==> src/rtl/escalonador_noite.sv <==
// rtl/escalonador_noite.sv - night-phase turn scheduler for lobo, vidente and medico
//
// Purpose: once started by the main controller, grants one exclusive turn to
// each living special role (lobo, vidente, medico, in that order), captures
// each role's target, resolves whether a kill happens and pulses fim_noite.
//
// Ports:
//   clock, reset         rising-edge clock, asynchronous active-low reset
//   inicia_noite         one-cycle start pulse (honoured only when idle)
//   papeis_vivos[2:0]    role-alive flags: bit0 lobo, bit1 vidente, bit2 medico
//   jogadores_vivos      player alive mask
//   confirma, alvo       target confirmation pulse and selected target index
//   turno                active turn: 0 none, 1 lobo, 2 vidente, 3 medico
//   alvo_lobo/vidente/medico  registered targets per role
//   acoes_validas        per-role "action captured this night" flags
//   morte_valida, alvo_morte  night outcome, held until the next night
//   erro_alvo            one-cycle pulse after an invalid confirmation
//   fim_noite            one-cycle pulse when the night is resolved
//   db_estado            state encoding for debug (4'hF on illegal encoding)

module escalonador_noite #(
  parameter int N_JOGADORES = 8,
  parameter int ALVO_W      = 3,
  parameter int TIMEOUT     = 1000
) (
  input  logic                   clock,
  input  logic                   reset,
  input  logic                   inicia_noite,
  input  logic [2:0]             papeis_vivos,
  input  logic [N_JOGADORES-1:0] jogadores_vivos,
  input  logic                   confirma,
  input  logic [ALVO_W-1:0]      alvo,
  output logic [1:0]             turno,
  output logic [ALVO_W-1:0]      alvo_lobo,
  output logic [ALVO_W-1:0]      alvo_vidente,
  output logic [ALVO_W-1:0]      alvo_medico,
  output logic [2:0]             acoes_validas,
  output logic                   morte_valida,
  output logic [ALVO_W-1:0]      alvo_morte,
  output logic                   erro_alvo,
  output logic                   fim_noite,
  output logic [3:0]             db_estado
);

  localparam int VW = 2 ** ALVO_W;
  localparam int CW = $clog2(TIMEOUT);

  typedef enum logic [2:0] {
    OCIOSO      = 3'd0,
    VEZ_LOBO    = 3'd1,
    VEZ_VIDENTE = 3'd2,
    VEZ_MEDICO  = 3'd3,
    RESOLVE     = 3'd4,
    FIM         = 3'd5
  } estado_t;

  estado_t       estado, prox_estado;
  logic [CW-1:0] contador;
  logic [VW-1:0] vivos_ext;
  logic          em_vez;
  logic          alvo_valido;
  logic          estourou;
  logic          morte_calc;

  // Zero-extending the mask to every encodable index makes out-of-range
  // targets read as dead players, which folds the range check into the lookup.
  assign vivos_ext   = VW'(jogadores_vivos);
  assign alvo_valido = vivos_ext[alvo];
  assign em_vez      = (estado == VEZ_LOBO) || (estado == VEZ_VIDENTE) || (estado == VEZ_MEDICO);
  assign estourou    = (contador == CW'(TIMEOUT - 1));
  assign morte_calc  = acoes_validas[0] && !(acoes_validas[2] && (alvo_medico == alvo_lobo));

  // First alive role strictly after position 'apos' (0 = before lobo).
  function automatic estado_t proximo(input logic [1:0] apos, input logic [2:0] p);
    if (apos < 2'd1 && p[0]) return VEZ_LOBO;
    if (apos < 2'd2 && p[1]) return VEZ_VIDENTE;
    if (apos < 2'd3 && p[2]) return VEZ_MEDICO;
    return RESOLVE;
  endfunction

  always_ff @(posedge clock or negedge reset) begin
    if (!reset) estado <= OCIOSO;
    else        estado <= prox_estado;
  end

  always_comb begin
    prox_estado = estado;
    turno       = 2'd0;
    db_estado   = {1'b0, estado};
    case (estado)
      OCIOSO: begin
        if (inicia_noite) prox_estado = proximo(2'd0, papeis_vivos);
      end
      VEZ_LOBO, VEZ_VIDENTE, VEZ_MEDICO: begin
        turno = estado[1:0];
        if ((confirma && alvo_valido) || estourou)
          prox_estado = proximo(estado[1:0], papeis_vivos);
      end
      RESOLVE: prox_estado = FIM;
      FIM:     prox_estado = OCIOSO;
      default: begin
        prox_estado = OCIOSO;
        db_estado   = 4'hF;
      end
    endcase
  end

  // Counter restarts on every state change so each turn gets a full budget.
  always_ff @(posedge clock or negedge reset) begin
    if (!reset)                                contador <= '0;
    else if (!em_vez || prox_estado != estado) contador <= '0;
    else                                       contador <= contador + 1'b1;
  end

  always_ff @(posedge clock or negedge reset) begin
    if (!reset) begin
      alvo_lobo     <= '0;
      alvo_vidente  <= '0;
      alvo_medico   <= '0;
      acoes_validas <= '0;
      morte_valida  <= 1'b0;
      alvo_morte    <= '0;
      erro_alvo     <= 1'b0;
      fim_noite     <= 1'b0;
    end else begin
      erro_alvo <= 1'b0;
      fim_noite <= (prox_estado == FIM);
      if (estado == OCIOSO && inicia_noite) begin
        acoes_validas <= '0;
        morte_valida  <= 1'b0;
        alvo_morte    <= '0;
      end
      if (em_vez && confirma) begin
        if (alvo_valido) begin
          case (estado)
            VEZ_LOBO:    begin alvo_lobo    <= alvo; acoes_validas[0] <= 1'b1; end
            VEZ_VIDENTE: begin alvo_vidente <= alvo; acoes_validas[1] <= 1'b1; end
            default:     begin alvo_medico  <= alvo; acoes_validas[2] <= 1'b1; end
          endcase
        end else begin
          erro_alvo <= 1'b1;
        end
      end
      if (estado == RESOLVE) begin
        morte_valida <= morte_calc;
        alvo_morte   <= morte_calc ? alvo_lobo : '0;
      end
    end
  end

endmodule

==> config.mk <==
export PLATFORM = sky130hd
export DESIGN_NAME = escalonador_noite
export DESIGN_NICKNAME = d
export VERILOG_FILES = /design/src/rtl/escalonador_noite.sv
export SDC_FILE = /design/constraint.sdc
export NUM_CORES = 1
export LEC_CHECK = 0
export ABC_AREA = 1
export BUFFER_PORTS_ARGS = -buffer_cell sky130_fd_sc_hd__buf_2
export CELL_PAD_IN_SITES_DETAIL_PLACEMENT = 1
export CELL_PAD_IN_SITES_GLOBAL_PLACEMENT = 2
export CORE_ASPECT_RATIO = 0.6
export CORE_MARGIN = 1.5
export CORE_UTILIZATION = 33
export CTS_CLUSTER_DIAMETER = 200
export DETAILED_ROUTE_END_ITERATION = 6
export PLACE_DENSITY = 0.95
export SLEW_MARGIN = 20
export SYNTH_ARGS = -nofsm -noshare
export SYNTH_HDL_FRONTEND = slang
export SYNTH_SLANG_ARGS = --single-unit
==> constraint.sdc <==
create_clock -name clock -period 3.69 [get_ports clock]
set_input_delay 0.5535 -clock clock [delete_from_list [all_inputs] [get_ports clock]]
set_output_delay 0.5535 -clock clock [all_outputs]
set_load 0.03 [all_outputs]
# [Yosys cells after proc, flatten, opt, wreduce, memory -nomap -nowiden]
# Cells that the tools add are included.
[totals] output_inout_bits=24 register_bits=31 wordCells=104 in_bits=18
[classes] n_bitwise=1 reduce_logical=22 add_sub_neg=1 muxes=57 magnitude_cmp=4 eq_ne=9
[op_table] operator="$mux 3" n=20
[op_table] operator="$mux 1" n=32
[op_table] operator="$add 10x1->10 const B" n=1
[op_table] operator="$eq 10x10->1 const B" n=1
[op_table] operator="$mux 10" n=1
[op_table] operator="$eq 3x3->1 const B" n=3
[op_table] operator="$pmux 3 s3" n=1
[op_table] operator="$reduce_and 3->1" n=3
[op_table] operator="$logic_and 1x1->1" n=8
[op_table] operator="$eq 3x2->1 const B" n=2
[op_table] operator="$reduce_or 6->1" n=1
[op_table] operator="$logic_or 1x1->1" n=4
[op_table] operator="$lt 2x2->1 const B" n=2
[op_table] operator="$lt 3x4->1 const B" n=1
[op_table] operator="$mux 4" n=1
[op_table] operator="$bmux 1 s3" n=1
[op_table] operator="$eq 3x1->1 const B" n=1
[op_table] operator="$eq 3x3->1" n=1
[op_table] operator="$logic_not 3->1" n=1
[op_table] operator="$ne 3x3->1" n=1
[op_table] operator="$reduce_or 3->1" n=1
[op_table] operator="$logic_not 1->1" n=2
[op_table] operator="$lt 2x1->1 const B" n=1
[op_table] operator="$mux 2" n=1
[op_table] operator="other kinds (3)" n=3

# [Logic depth before layout (Yosys ltp)]
[depth] depth_word=21 ltp_mapped=14 mapped_depth_nobuf=14

# [Worst setup path after synthesis]
# OpenSTA, ideal clock, no wires.
[synth_timing] kind="reg-to-output" startpoint="register estado[2]" endpoint="output db_estado[0]" t_arrival_ns=1.102 path_slack_ns=2.034 required_ns=3.137 stages_incl_launch_ff=6 n_path_buf=1 path_cell_list="dfrtp_1 > buf_6 > nand2_1 > inv_1 > nor2_1 > inv_1"
[synth_between] elab_chain_len=3 elab_cells_between_ends=8 classes_between="eq/ne (5); mux (1); reduce/logical (2)"
[synth_rtl] element="start: declaration" line="57" source="estado_t estado, prox_estado;"
[synth_rtl] element="start signal: assignment" line="83" source="else estado <= prox_estado;"
[synth_rtl] element="$eq 3x1->1 (tied with other cells)" line="90" source="case (estado)"
[synth_rtl] element="$reduce_or 6->1 (no line) *"
[synth_rtl] element="$mux 4 *" line="90"
[synth_rtl] element="end: declaration" line="42" source="output logic [3:0] db_estado"
# Every way passes the cells marked *; elsewhere a longest branch is shown, timed or not.

# [Worst setup path in the final report]
# Same ends and word-level chain as after synthesis.

==> qor.txt <==
Top routing layer in use = met4
Final hold slack = 0.3171 ns
RSZ-0062 raised after global routing = false
Fraction of layout cells with a size suffix above 1 = 0.3347
YS warnings = 0
Pin count of the biggest net entering global routing = 32
Final min period = 2.038 ns
Number of DRC markers in iteration 0 = 76
Worst relative slew slack = 0.5221
Met2 WL post-DR = 1.762 mm
Worst-Margin Slew = 0.7169 ns
Post-layout nets = 261
Seq cells post-synth = 31
Final Cycle Share = 0.5524
Yosys cell types = 27
Setup Viol. Count Final = 0
GRT Total Usage = 0.1745
Place WS = 1.782 ns
Antenna viol nets, final = 0
Cell Area, Synth = 1672 sq um
Starting Density = 0.3533
Fmax = 0.4906 GHz
CTS buffer count = 5
CTS Root Cell = clkbuf_8
Site Rows = 19
FF-to-FF path depth = 11
Worst-path fanout max = 9
Outcome = finished clean
Worst clock skew = 0.004496 ns
Synth cell count leaders = 42 x nand2_1, 31 x dfrtp_1, 27 x inv_1
Drt wl/cell = 14.53 um
Dpl hpwl = 3.427 mm
Post-Synthesis Cells = 197
Post-synth EDFFs = 0
Clk_lat worst skew = 0.29 ns
Worst r2r src = estado[0]$_DFF_PN0_
Worst-path clk slew = 0.07 ns
CTS sink count = 31
P&R area growth vs syn = 21.11%
Ports = 42
Vias per cell = 4.725
Final hold violations = 0
Post-CTS Setup Bufs = 0
RR Endpoint = contador[8]$_DFF_PN0_
Mapped Nets = 216
Post-CTS sizing = 0
Die Ht = 58.13 um
Hold/Removal Path Class = in -> async
Overall routed net length = 4.433 mm
Drc violations = 0
Fin. max-slew vios = 0
Setup TNS = 0 ns
Setup crit start kind = flip-flop
Setup crit end kind = output pin
Register area share after synthesis = 0.4641
Area leader, netlist = dfrtp_1
Critical Path AT = 1.48 ns
Worst IR drop on VDD = 317.3 uV
Pwr per Cell Area = 758.8 nW/um^2
Max_cap viols = 0
CTS tree = yes
Overall Power = 0.001536 W
Antenna diode count = 0
Synth top area cells = dfrtp_1 46%, nand2_1 9.4%, inv_1 6.1%, o21ai_0 5.1%, nand3_1 4.5%
Post-CTS Hold Fix Bufs = 0
Final instance area = 2024 sq um
Reg2Reg Setup Slack = 1.94 ns
Crit path required time = 3.14 ns
First-pass GRT wire length = 7.113 mm
Die footprint = 5515 sq um
Top cell type's share of synthesized area = 0.4641
Initial antenna violation count = 0
H-tree Lvls = 2
Area after DPL = 1937 sq um
Count leader, synth = nand2_1
Length of routed met3 wiring = 245 um
Synthesized area per cell = 8.485 sq um
Synth Flop Type = dfrtp_1
Post-synth ARST share = 1.000
Vias in the first global route = 1,439
CTS max path bufs = 2
GP Congestion = 0.8030
Pleak = 1.094 nW
Grt ovf = 0
Number of port buffers = 41
Critical path type = reg -> out
Core ar. = 4731 sq um
Met1 wire length = 2.368 mm
Worst setup margin = 1.652 ns
TritonRoute pass-1 iters = 4
Die width = 94.88 um
Via count = 1,441
## stage by stage
step	std cells	util
6_report	305	0.4279
2_1_floorplan	197	-
3_3_place_gp	298	0.4094
5_1_grt	305	0.4279
4_1_cts	305	0.4279
3_5_place_dp	298	0.4094
## layout by cell type, fill, tap and decap left out
master / n
nor2_1: 9
nand3_1: 15
or2_2: 1
clkinv_2: 1
inv_1: 27
nor2_4: 1
ha_1: 1
a32oi_1: 1
nand3_2: 7
a31oi_1: 1
o311ai_0: 2
xnor2_1: 2
nand2_2: 5
inv_2: 4
a21oi_4: 1
o21ai_0: 17
nand3b_1: 2
nand4_1: 2
nand2_1: 42
xor2_1: 6
nor3_1: 2
a22oi_1: 1
nand2_4: 3
buf_2: 41
dfrtp_1: 31
clkbuf_8: 6
nor2_2: 10
nand3_4: 1
## final cells by class
type                            count  area [sq um]
Fill cell                         591          2706
Sequential cell                    31         775.7
Multi-Input combinational cell    132         760.7
Timing Repair Buffer               41         205.2
Inverter                           31         116.4
Clock buffer                        6         82.58
Tap cell                           63         78.83
Clock inverter                      1         5.005
## layer usage
| layer | global-route usage | vias to the layer above |
|---|---|---|
| met5 | 0 | - |
| met4 | 0.06183 | 0 |
| met3 | 0.04987 | 6 |
| met2 | 0.2296 | 39 |
| met1 | 0.2668 | 683 |
| li1 | - | 713 |
## report_power, final
part | internal (W) | leakage (nW) | switching [W]
clock network | 0.000146 | 0.0470 | 0.000133
registers | 0.000430 | 0.415 | 0.0000897
logic | 0.000206 | 0.631 | 0.000531
total | 0.000782 | 1.09 | 0.000754
## registers in the layout, summed over array words and instances, names as in the netlist
signal,count
alvo_vidente,3
erro_alvo,1
contador,10
acoes_validas,3
alvo_medico,3
estado,3
fim_noite,1
alvo_lobo,3
morte_valida,1
alvo_morte,3
## cell families after synthesis
| logic type | count (synthesis) | share of synthesized area |
|---|---|---|
| fa+ha+maj | 1 | 0.007484 |
| flops | 31 | 0.4641 |
| simple gates | 100 | 0.3211 |
| compound gates | 23 | 0.08459 |
| buf+inv | 34 | 0.08084 |
| xor+xnor | 8 | 0.04192 |
## worst max path at each step
| stage | from | to | slack (ns) |
|---|---|---|---|
| after global placement | alvo[0] | contador[4]$_DFF_PN0_ | 1.80 |
| final | estado[2]$_DFF_PN0_ | db_estado[0] | 1.65 |
| after global routing | estado[2]$_DFF_PN0_ | db_estado[0] | 1.53 |
| after CTS | estado[2]$_DFF_PN0_ | db_estado[0] | 1.65 |
| after floorplan | estado[2]$_DFF_PN0_ | db_estado[0] | 2.03 |
| after detailed placement | alvo[0] | contador[0]$_DFF_PN0_ | 1.78 |
## critical path, stage by stage, from the launching register on
cell and delay, ns:
dfrtp_1 0.51, nand2_1 0.12, inv_1 0.06, nor2_1 0.25, inv_1 0.07, buf_2 0.18
Power figures use the tool's default switching activity.
